### config.mk
export PLATFORM = sky130hd
export DESIGN_NAME = urv_dm_wb_bridge
export DESIGN_NICKNAME = d
export VERILOG_FILES = /design/src/rtl/urv_dm_wb_bridge.sv
export SDC_FILE = /design/constraint.sdc
export NUM_CORES = 1
export LEC_CHECK = 0
export ABC_AREA = 1
export ABC_CLOCK_PERIOD_IN_PS = 1850
export BUFFER_PORTS_ARGS = -buffer_cell sky130_fd_sc_hd__buf_4
export CAP_MARGIN = 20
export CELL_PAD_IN_SITES_DETAIL_PLACEMENT = 0
export CELL_PAD_IN_SITES_GLOBAL_PLACEMENT = 2
export CORE_ASPECT_RATIO = 0.8
export CORE_MARGIN = 2
export CORE_UTILIZATION = 25
export CTS_CLUSTER_SIZE = 10
export DETAILED_ROUTE_END_ITERATION = 8
export GPL_ROUTABILITY_DRIVEN = 0
export PLACE_DENSITY_LB_ADDON = 0.1
export SYNTH_ARGS = -nofsm -noshare
export SYNTH_HDL_FRONTEND = slang
export SYNTH_SLANG_ARGS = --single-unit
### constraint.sdc
create_clock -name clk_i -period 1.85 [get_ports clk_i]
set_input_delay 0.185 -clock clk_i [delete_from_list [all_inputs] [get_ports clk_i]]
set_output_delay 0.185 -clock clk_i [all_outputs]
set_load 0.02 [all_outputs]
### src/rtl/urv_dm_wb_bridge.sv
// uRV data-memory port to Wishbone B4 pipelined master bridge, one outstanding transaction.
// Optional bus timeout enabled by defining URV_DM_WB_TIMEOUT_EN.
module urv_dm_wb_bridge #(
    parameter int g_timeout_cycles = 255
) (
    input  logic        clk_i,
    input  logic        rst_n_i,
    input  logic [31:0] dm_addr_i,
    input  logic [31:0] dm_data_s_i,
    input  logic [3:0]  dm_data_select_i,
    input  logic        dm_store_i,
    input  logic        dm_load_i,
    output logic [31:0] dm_data_l_o,
    output logic        dm_load_done_o,
    output logic        dm_store_done_o,
    output logic [31:0] wb_adr_o,
    output logic [31:0] wb_dat_o,
    output logic [3:0]  wb_sel_o,
    output logic        wb_we_o,
    output logic        wb_cyc_o,
    output logic        wb_stb_o,
    input  logic [31:0] wb_dat_i,
    input  logic        wb_ack_i,
    input  logic        wb_err_i,
    input  logic        wb_stall_i,
    output logic        err_o
);

    localparam logic [1:0] ST_IDLE = 2'd0;
    localparam logic [1:0] ST_REQ  = 2'd1;
    localparam logic [1:0] ST_WAIT = 2'd2;

    logic [1:0] state;
    logic       bus_done;
    logic       timeout;
    logic       complete;
    logic       fail;

`ifdef URV_DM_WB_TIMEOUT_EN
    localparam logic [7:0] TIMEOUT_LAST = 8'(g_timeout_cycles - 1);

    logic [7:0] tmo_cnt;

    // Held at zero between cycles so every new cycle starts counting from 0.
    always_ff @(posedge clk_i or negedge rst_n_i) begin
        if (!rst_n_i)
            tmo_cnt <= 8'd0;
        else if (!wb_cyc_o)
            tmo_cnt <= 8'd0;
        else
            tmo_cnt <= tmo_cnt + 8'd1;
    end

    assign timeout = wb_cyc_o && (tmo_cnt == TIMEOUT_LAST);
`else
    assign timeout = 1'b0;
`endif

    // A response only counts in REQ once the strobe has actually been accepted.
    assign bus_done = (wb_ack_i || wb_err_i) &&
                      (((state == ST_REQ) && !wb_stall_i) || (state == ST_WAIT));
    assign complete = bus_done || timeout;
    assign fail     = bus_done ? wb_err_i : 1'b1;

    always_ff @(posedge clk_i or negedge rst_n_i) begin
        if (!rst_n_i) begin
            state           <= ST_IDLE;
            wb_adr_o        <= 32'd0;
            wb_dat_o        <= 32'd0;
            wb_sel_o        <= 4'd0;
            wb_we_o         <= 1'b0;
            wb_cyc_o        <= 1'b0;
            wb_stb_o        <= 1'b0;
            dm_data_l_o     <= 32'd0;
            dm_load_done_o  <= 1'b0;
            dm_store_done_o <= 1'b0;
            err_o           <= 1'b0;
        end else begin
            dm_load_done_o  <= 1'b0;
            dm_store_done_o <= 1'b0;
            case (state)
                ST_IDLE: begin
                    if (dm_store_i || dm_load_i) begin
                        wb_adr_o <= dm_addr_i;
                        wb_dat_o <= dm_data_s_i;
                        wb_sel_o <= dm_data_select_i;
                        wb_we_o  <= dm_store_i;
                        wb_cyc_o <= 1'b1;
                        wb_stb_o <= 1'b1;
                        state    <= ST_REQ;
                    end
                end
                ST_REQ, ST_WAIT: begin
                    if (complete) begin
                        wb_cyc_o <= 1'b0;
                        wb_stb_o <= 1'b0;
                        state    <= ST_IDLE;
                        if (wb_we_o) begin
                            dm_store_done_o <= 1'b1;
                        end else begin
                            dm_load_done_o <= 1'b1;
                            dm_data_l_o    <= fail ? 32'd0 : wb_dat_i;
                        end
                        if (fail)
                            err_o <= 1'b1;
                    end else if ((state == ST_REQ) && !wb_stall_i) begin
                        wb_stb_o <= 1'b0;
                        state    <= ST_WAIT;
                    end
                end
                default: begin
                    state <= ST_IDLE;
                end
            endcase
        end
    end

endmodule
==> results of run 1 <==
## path summary, 6_finish.rpt
check | end | from | slack [ns]
setup reg to reg | dm_data_l_o[28] | state[0] | 0.21
setup / recovery | dm_data_l_o[28] | state[0] | 0.21
hold / removal | wb_dat_o[27] | dm_data_s_i[27] | 0.03
hold reg to reg | wb_adr_o[15] | wb_adr_o[15] | 0.47
min in group asynchronous | dm_data_l_o[18] | rst_n_i | 0.34
max in group asynchronous | wb_dat_o[13] | rst_n_i | 0.95
## per-stage QoR
stage | area (µm²) | power (mW)
5_1_grt | 6490 | 12.0
3_3_place_gp | 6190 | 9.29
3_5_place_dp | 6190 | 9.33
6_report | 6490 | 11.1
4_1_cts | 6490 | 11.3
2_1_floorplan | 4290 | 6.80
## cells by family after synthesis
kind of cell             after synthesis  synth area share [%]
AND/OR/NAND/NOR                      326                  30.0
flip-flops                           108                  62.9
buffers and inverters                 39                  4.37
AO/OA/AOI/OAI                          7                  1.19
adder cells (fa/ha/maj)                5                  1.46
## layer usage
metal | track usage (%) | part of all wire, %
met1 | 18.6 | 44
met2 | 21.4 | 45
met3 | 5.68 | 9.4
met4 | 4.83 | 1.7
met5 | 0 | 0
## timing repair
action,in CTS,in global routing
endpoints found under the setup margin,0,32
hold endpoints to repair,30,0
hold buffers,1,0
resized for setup,0,3
## power by group
part | total, mW | leakage, nW | switching (mW) | internal [mW]
Sequential | 3.98 | 1.37 | 0.587 | 3.39
Clock | 1.91 | 0.138 | 0.883 | 1.02
Combinational | 5.21 | 2.17 | 3.11 | 2.10
Total | 11.1 | 3.68 | 4.58 | 6.52
## layout by cell type, fill, tap and decap left out, types with 2 or more instances in the layout
cell type and instances:
inv_1 13, clkbuf_16 9, buf_4 213, buf_12 7
inv_2 2, clkinvlp_4 2, o21ai_0 2, nand3_1 36
ha_1 5, clkbuf_8 3, nand2_1 282, dfrtp_1 108
a21oi_1 2, nor2_1 3
## flip-flops by register name (all words and copies together) (netlist names)
name             count
wb_adr_o            32
dm_data_l_o         32
wb_dat_o            32
wb_sel_o             4
wb_we_o              1
wb_cyc_o             1
err_o                1
dm_store_done_o      1
dm_load_done_o       1
state                2
wb_stb_o             1
## final cells by class
cell class | instances | share of cell area [%]
flip-flops and latches | 108 | 41.6
repair buffers | 222 | 27.1
multi-input cells | 338 | 21.6
well taps | 220 | 4.24
clock buffers | 13 | 4.16
inverters | 16 | 0.963
clock inverters | 3 | 0.308
## critical path, cell delays in order, from the launching register on
cell     delay, ns
dfrtp_1       0.40
inv_1         0.09
ha_1          0.40
nand3_2       0.14
nor2_4        0.16
buf_6         0.21
nand3_1       0.10
nand2_1       0.07
==> reports/metrics.yaml, run 1 <==
core-area_mm2: 0.0167
syn_avg_cell_area_um2: 8.85
synth_cells: 485
maxCapViolations: 0
hold_viol_final: 0
insertedDiodeCount: 0
clk_pin_slew_ns: 0.07
hpwl_mm: 8.89
yosysSeqAreaShare_pct: 62.9
post-route-util_pct: 39.0
port-buffer-count: 212
synth_enable_flop_cells: 0
status: "finished, final reports clean"
synth-async-reset-ratio_pct: 100
fin_crit_ns: 1.64
grt_pass1_vias: 3848
setup_tns_ns: 0
r2r_cells: 7
viasPerCell: 4.16
dominantRegCellSynth: "dfrtp_1"
drt_first_pass_iters: 4
die_y_um: 121
hp-class: "in2reg"
drt-initial-drc-count: 179
routedWlPerCell_um: 13.8
setup_viol: 0
holdPathStages: 3
grt-ovfl-total: 0
leakage_nw: 3.68
worstPathArrival_ns: 1.93
clock-sinks: 108
track_usage_pct: 14.2
die-area_mm2: 0.0182
grt_max_degree: 69
relSlewSlack_pct: 67.5
clk-insertion-delay-late_ns: 0.35
cts_buffers: 9
required_ns: 2.14
instances_no_fill: 920
max_freq_mhz: 610
root_buffer: "clkbuf_16"
irDropWorstVdd_uv: 612
syn_area_mm2: 0.00429
fin_skew_ns: 0.00643
antenna_found_initial: 0
syn-num-nets: 597
ys_top_cells_by_count: "282 x nand2_1, 108 x dfrtp_1, 36 x nand3_1"
dp.cells: 903
grt_pass1_wl_mm: 20.0
wirelength_mm: 12.7
synth_top_area_share_pct: 62.9
cp-end-kind: "register"
hold_ws_ns: 0.0261
drc: 0
ant_nets: 0
areaGrowthSynthToFinish_pct: 51.3
synth_top_area_cell: "dfrtp_1"
fillCellCount: 1697
multi_input_area_mm2: 0.00140
synth_seq_cells: 108
io_pins: 213
synthTopCellsByArea: "dfrtp_1 63%, nand2_1 25%, nand3_1 4.2%"
num_vias: 3826
critPathKind: "reg2reg"
rsz0062_at_grt: "no"
cts_tree: "done"
p_per_area_mw_per_mm2: 1710
htreeDepth: 3
start_util_pct: 25.8
crit_fanout: 21
dieWidth_um: 151
num_rows: 42
drv_slew: 0
yosys.cell_types.count: 21
clockBufferDepth: 2
layout_setup_ws_ns: 0.210
seq_area_mm2: 0.00270
cts_setup_buffers: 0
ys_warn_count: 0
timing.final.crit_share_pct: 88.6
place_ws_ns: 0.0870
worst_slew_pin_slew_ns: 0.488
nets: 807
drive_gt1_share_pct: 35.0
cp-start-kind: "register"
yosysMostFrequentCell: "nand2_1"
(Power assumes the default switching activity.)
==> run 2, diff against run 1 <==
ABC_AREA = default   (was 1)
CORE_UTILIZATION = 29   (was 25)
SLEW_MARGIN = 20   (was default)
==> reports/metrics.yaml, run 2 <==
status: "finished, final reports clean"
max_freq_mhz: 567  # -7.1%
worst_slew_pin_slew_ns: 0.591  # +0.103 ns
port-buffer-count: 212  # unchanged
drt_first_pass_iters: 4  # unchanged
areaGrowthSynthToFinish_pct: 50.1
start_util_pct: 30.0  # +4.2 points
cts_tree: "done"
synth_enable_flop_cells: 0  # unchanged
cp-start-kind: "register"
clockBufferDepth: 2  # unchanged
yosysMostFrequentCell: "dfrtp_1"
routedWlPerCell_um: 15.9  # +15%
cts_buffers: 9  # unchanged
multi_input_area_mm2: 0.00163  # +16%
r2r_start: "state[0]"
hpwl_mm: 8.32  # -6.4%
leakage_nw: 3.14  # -14%
maxCapViolations: 0  # unchanged
io_pins: 213  # unchanged
hold_ws_ns: 0.0481  # +0.0219 ns
clock-sinks: 108  # unchanged
synth_top_area_share_pct: 59.4  # -3.6 points
hp-class: "in2reg"
drc: 0  # unchanged
syn-num-nets: 445  # -25%
grt-ovfl-total: 0  # unchanged
wirelength_mm: 12.1  # -4.5%
die-area_mm2: 0.0167  # -8.4%
antenna_found_initial: 0  # unchanged
irDropWorstVdd_uv: 815  # +33%
die_y_um: 116  # -4.3%
yosys.cell_types.count: 30  # +43%
seq_area_mm2: 0.00270  # unchanged
critPathTopFamily: "buffers and inverters"
viasPerCell: 4.38  # +5.2%
clk-insertion-delay-late_ns: 0.35  # about the same
insertedDiodeCount: 0  # unchanged
required_ns: 2.11  # -0.03 ns
track_usage_pct: 14.2  # about the same
fillCellCount: 1438  # -15%
post-route-util_pct: 45.1  # +6.1 points
drive_gt1_share_pct: 56.1  # +21 points
cp.depth: 7  # unchanged
setup_viol: 0  # unchanged
cpMostUsedCell: "buf_6"
holdPathStages: 2  # -1
setup_tns_ns: 0  # unchanged
critPathCapture: "dm_data_l_o[30]"
critPathKind: "reg2reg"
reg2reg_to: "dm_data_l_o[30]"
num_rows: 40  # -4.8%
syn_avg_cell_area_um2: 13.7  # +54%
crit_chain: "inv_2 > ha_1 > inv_1 > a2111oi_4 > buf_6 > buf_6 > mux2i_1"
crit_fanout: 8  # -62%
ff2ff_setup_slack_ns: 0.08  # -0.13 ns
yosysSeqAreaShare_pct: 59.4  # -3.6 points
timing.final.crit_share_pct: 95.4  # +6.8 points
dieWidth_um: 144  # -4.3%
syn_area_mm2: 0.00455  # +6.0%
fin_skew_ns: 0.00616  # -0.000262 ns
relSlewSlack_pct: 60.6  # -6.9 points
fin_crit_ns: 1.77  # +0.126 ns
synth_cells: 333  # -31%
rsz0062_at_grt: "no"
final_common_cell: "buf_4"
num_vias: 3344  # -13%
ant_nets: 0  # unchanged
hold_viol_final: 0  # unchanged
synthTopCellsByArea: "dfrtp_1 59%, mux2_2 15%, mux2i_1 7.0%"
clk_pin_slew_ns: 0.07  # about the same
crit_start: "state[0]"
grt_max_degree: 109  # +58%
grt_pass1_wl_mm: 18.2  # -9.2%
crit_buf_inv: 4  # +2
largestRegisters: "dm_data_l_o x32, wb_adr_o x32, wb_dat_o x32"
core-area_mm2: 0.0152  # -9.0%
ys_warn_count: 0  # unchanged
dominantRegCellSynth: "dfrtp_1"
worstPathArrival_ns: 2.03  # +0.10 ns
cp-end-kind: "register"
synth-async-reset-ratio_pct: 100  # unchanged
p_per_area_mw_per_mm2: 1760  # +3.2%
synth_top_area_cell: "dfrtp_1"
ys_top_cells_by_count: "108 x dfrtp_1, 59 x mux2_2, 37 x inv_1"
grt_pass1_vias: 3521  # -8.5%
r2r_cells: 7  # unchanged
htreeDepth: 3  # unchanged
mostFrequentLayoutCells: "219 x buf_4, 108 x dfrtp_1, 59 x mux2_2, 36 x inv_1, 32 x o211ai_1"
synth_seq_cells: 108  # unchanged
nets: 662  # -18%
root_buffer: "clkbuf_16"
cp_slowest_cell: "dfrtp_1"
drv_slew: 0  # unchanged
slowest_delay_ns: 0.41  # about the same
hp-start: "dm_addr_i[12]"
drt-initial-drc-count: 109  # -39%
[run 2: layout make-up]
class	instances	area share [%]
inverter	38	2.09
timing repair buffer	228	26.2
clock buffer	12	3.75
clock inverter	3	0.678
sequential	108	39.6
tap	210	3.85
multi-input combinational	165	23.8
[run 2: what timing repair did]
item,in CTS,in global routing
setup buffers,0,1
endpoints found under the hold margin,108,0
hold buffers,1,0
resized for setup,0,9
setup endpoints to repair,0,33
[run 2: worst min-delay path by stage]
stage / to / slack [ns]
after floorplan: dm_data_l_o[0] / -0.11
after global placement: wb_adr_o[10] / 0.32
after detailed placement: wb_adr_o[7] / 0.32
after CTS: wb_adr_o[12] / 0.03
after global routing: wb_adr_o[16] / 0.03
final: wb_adr_o[12] / 0.05
[run 2: report_power, final]
part	internal [mW]	switching (mW)	total (mW)
sequential	3.51	0.625	4.14
combinational	2.85	3.08	5.93
clock	1.12	0.854	1.97
total	7.48	4.56	12.0
[run 2: routing by layer]
metal  part of all wire, %  up-vias  global-route usage, %
li1                      -     1580                      -
met1                    43     1635                   17.3
met2                    47      119                   22.7
met3                   9.6       10                   6.74
met4                   1.1        0                   4.12
met5                     0        -                      0
[run 2: cell families (layout without fill, tap and decap cells)]
family | after synthesis | in the layout | share of synthesized area, %
AND/OR/NAND/NOR | 13 | 13 | 1.76
AO/OA/AOI/OAI | 46 | 46 | 7.72
flip-flops | 108 | 108 | 59.4
adder cells (fa/ha/maj) | 5 | 5 | 1.37
multiplexers | 101 | 101 | 24.1
buffers and inverters | 60 | 281 | 5.66
[run 2: stage by stage]
step           cells  worst slack (ns)  total power [mW]  area [µm²]
6_report         764            0.0850              12.0        6830
5_1_grt          764            0.0153              12.8        6830
4_1_cts          760            0.0389              12.2        6750
3_5_place_dp     744            0.0565              10.1        6440
3_3_place_gp     744             0.104              10.0        6440
2_1_floorplan    333            0.0133              7.41        4550
[run 2: worst register-to-register path: stages (launching register included)]
cell and delay [ns]:
dfrtp_1 0.41, inv_2 0.08, ha_1 0.31, inv_1 0.10, a2111oi_4 0.21, buf_6 0.19, buf_6 0.18, mux2i_1 0.21
==> run 3, diff against run 2 <==
CELL_PAD_IN_SITES_DETAIL_PLACEMENT = default   (was 0)
CELL_PAD_IN_SITES_GLOBAL_PLACEMENT = default   (was 2)
CORE_UTILIZATION = 47   (was 29)
PLACE_DENSITY = 0.81   (was default)
PLACE_DENSITY_LB_ADDON = default   (was 0.1)
==> reports/metrics.yaml, run 3 (same netlist as run 2, synthesis figures left out) <==
clk-insertion-delay-late_ns: 0.34  # about the same
finalInstanceArea_mm2: 0.00675  # -1.2%
clk_pin_slew_ns: 0.07  # about the same
drive_gt1_share_pct: 57.0  # +0.90 points
crit_chain: "inv_2 > ha_4 > inv_4 > a2111oi_4 > buf_4 > buf_12 > mux2i_2"
critPathKind: "reg2reg"
die_y_um: 92.0  # -21%
timing.final.crit_share_pct: 101  # +5.7 points
track_usage_pct: 22.6  # +8.4 points
cp_slowest_cell: "dfrtp_1"
clock-sinks: 108  # unchanged
layout_setup_ws_ns: -0.0211  # -0.106 ns
setup_viol: 4  # +4
grt_max_degree: 109  # unchanged
instances_no_fill: 673  # -12%
drc: 0  # unchanged
cp-end-kind: "register"
io_pins: 213  # unchanged
drv_slew: 0  # unchanged
areaGrowthSynthToFinish_pct: 48.3
wirelength_mm: 11.7  # -3.6%
cts_buffers: 9  # unchanged
cp-start-kind: "register"
place_ws_ns: 0.0136  # -0.0429 ns
grt_pass1_wl_mm: 18.3  # +0.91%
largestRegisters: "dm_data_l_o x32, wb_adr_o x32, wb_dat_o x32"
htreeDepth: 3  # unchanged
clockBufferDepth: 2  # unchanged
fin_crit_ns: 1.87  # +0.106 ns
root_buffer: "clkbuf_16"
hp-class: "in2reg"
status: "finished with violations"
start_util_pct: 47.8  # +18 points
num_vias: 3457  # +3.4%
grt-ovfl-total: 0  # unchanged
dp.cells: 652  # -12%
antenna_found_initial: 0  # unchanged
grt_pass1_vias: 3587  # +1.9%
mostFrequentLayoutCells: "220 x buf_4, 108 x dfrtp_1, 59 x mux2_2, 34 x inv_1, 32 x o211ai_1"
drt-initial-drc-count: 274  # +150%
hold_viol_final: 0  # unchanged
fin_skew_ns: 0.00486  # -0.00131 ns
core-area_mm2: 0.00953  # -37%
required_ns: 2.11  # about the same
worst_slew_pin_slew_ns: 0.595  # +0.00370 ns
leakage_nw: 3.15  # +0.16%
dieWidth_um: 114  # -21%
final_common_cell: "buf_4"
viasPerCell: 5.14  # +17%
cts_tree: "done"
num_rows: 32  # -20%
crit_fanout: 7  # -1
relSlewSlack_pct: 60.4  # -0.25 points
die-area_mm2: 0.0105  # -37%
hpwl_mm: 8.12  # -2.3%
violations: "setup timing"
worstPathArrival_ns: 2.13  # +0.10 ns
routedWlPerCell_um: 17.4  # +9.4%
slowest_delay_ns: 0.39  # -0.02 ns
hold_ws_ns: 0.0517  # +0.00360 ns
max_freq_mhz: 534  # -5.7%
irDropWorstVdd_uv: 1240  # +53%
place_area_mm2: 0.00632  # -1.9%
ant_nets: 0  # unchanged
p_per_area_mw_per_mm2: 1800  # +1.9%
drt_first_pass_iters: 4  # unchanged
nets: 662  # unchanged
rsz0062_at_grt: "yes"
port-buffer-count: 212  # unchanged
fillCellCount: 668  # -54%
insertedDiodeCount: 0  # unchanged
maxCapViolations: 0  # unchanged
## run 3: timing repair
item | CTS | global route
hold buffers | 1 | 0
resized for setup | 6 | 7
pin swaps | 1 | 3
setup endpoints to repair | 1 | 32
setup buffers | 2 | 1
gates cloned | 1 | 1
hold endpoints to repair | 108 | 0
## run 3: power by group
| part | internal (mW) | switching [mW] | leakage [nW] | total, mW |
|---|---|---|---|---|
| logic | 2.94 | 3.14 | 1.68 | 6.08 |
| clock network | 0.993 | 0.875 | 0.140 | 1.87 |
| registers | 3.51 | 0.657 | 1.33 | 4.17 |
| total | 7.44 | 4.68 | 3.15 | 12.1 |
## run 3: final cells by class
class / instances / area [µm²] / area share [%]
Timing Repair Buffer: 228 / 1810 / 26.9
Sequential cell: 108 / 2700 / 40.0
Clock inverter: 4 / 32.5 / 0.482
Clock buffer: 11 / 253 / 3.74
Tap cell: 119 / 149 / 2.21
Multi-Input combinational cell: 165 / 1650 / 24.5
Inverter: 38 / 145 / 2.15
## run 3: routing by layer
metal / global-route usage (%) / routed length, µm / vias to the layer above
met4: 8.03 / 246 / 0
li1: - / - / 1596
met2: 36.1 / 5690 / 156
met5: 0 / 0 / -
met3: 9.05 / 1150 / 19
met1: 27.9 / 4600 / 1686
## run 3: worst max-delay path: cells and delay by family, from the launching register on
kind	cells	cell delay (ns)
AO/OA/AOI/OAI	1	0.35
buffers and inverters	4	0.50
adder cells (fa/ha/maj)	1	0.31
flip-flops	1	0.39
multiplexers	1	0.23
## run 3: worst paths after layout
check	slack, ns	from	cells after the start	end
worst max-delay path	-0.02	state[0]	7	dm_data_l_o[11]
worst min-delay path	0.05	dm_addr_i[17]	2	wb_adr_o[17]
worst max register to register	-0.02	state[0]	7	dm_data_l_o[11]
worst min register to register	0.49	err_o	1	err_o
max in group asynchronous	0.95	rst_n_i	3	dm_data_l_o[30]
min in group asynchronous	0.43	rst_n_i	3	dm_data_l_o[29]
## run 3: through the flow
stage                     utilization (%)  setup TNS [ns]  total power, mW
after floorplan                         -               0             7.41
after global placement               66.3               0             9.87
after detailed placement             66.3               0             10.1
final                                70.8         -0.0278             12.1
after global routing                 70.8          -0.601             12.8
after CTS                            70.2               0             12.1
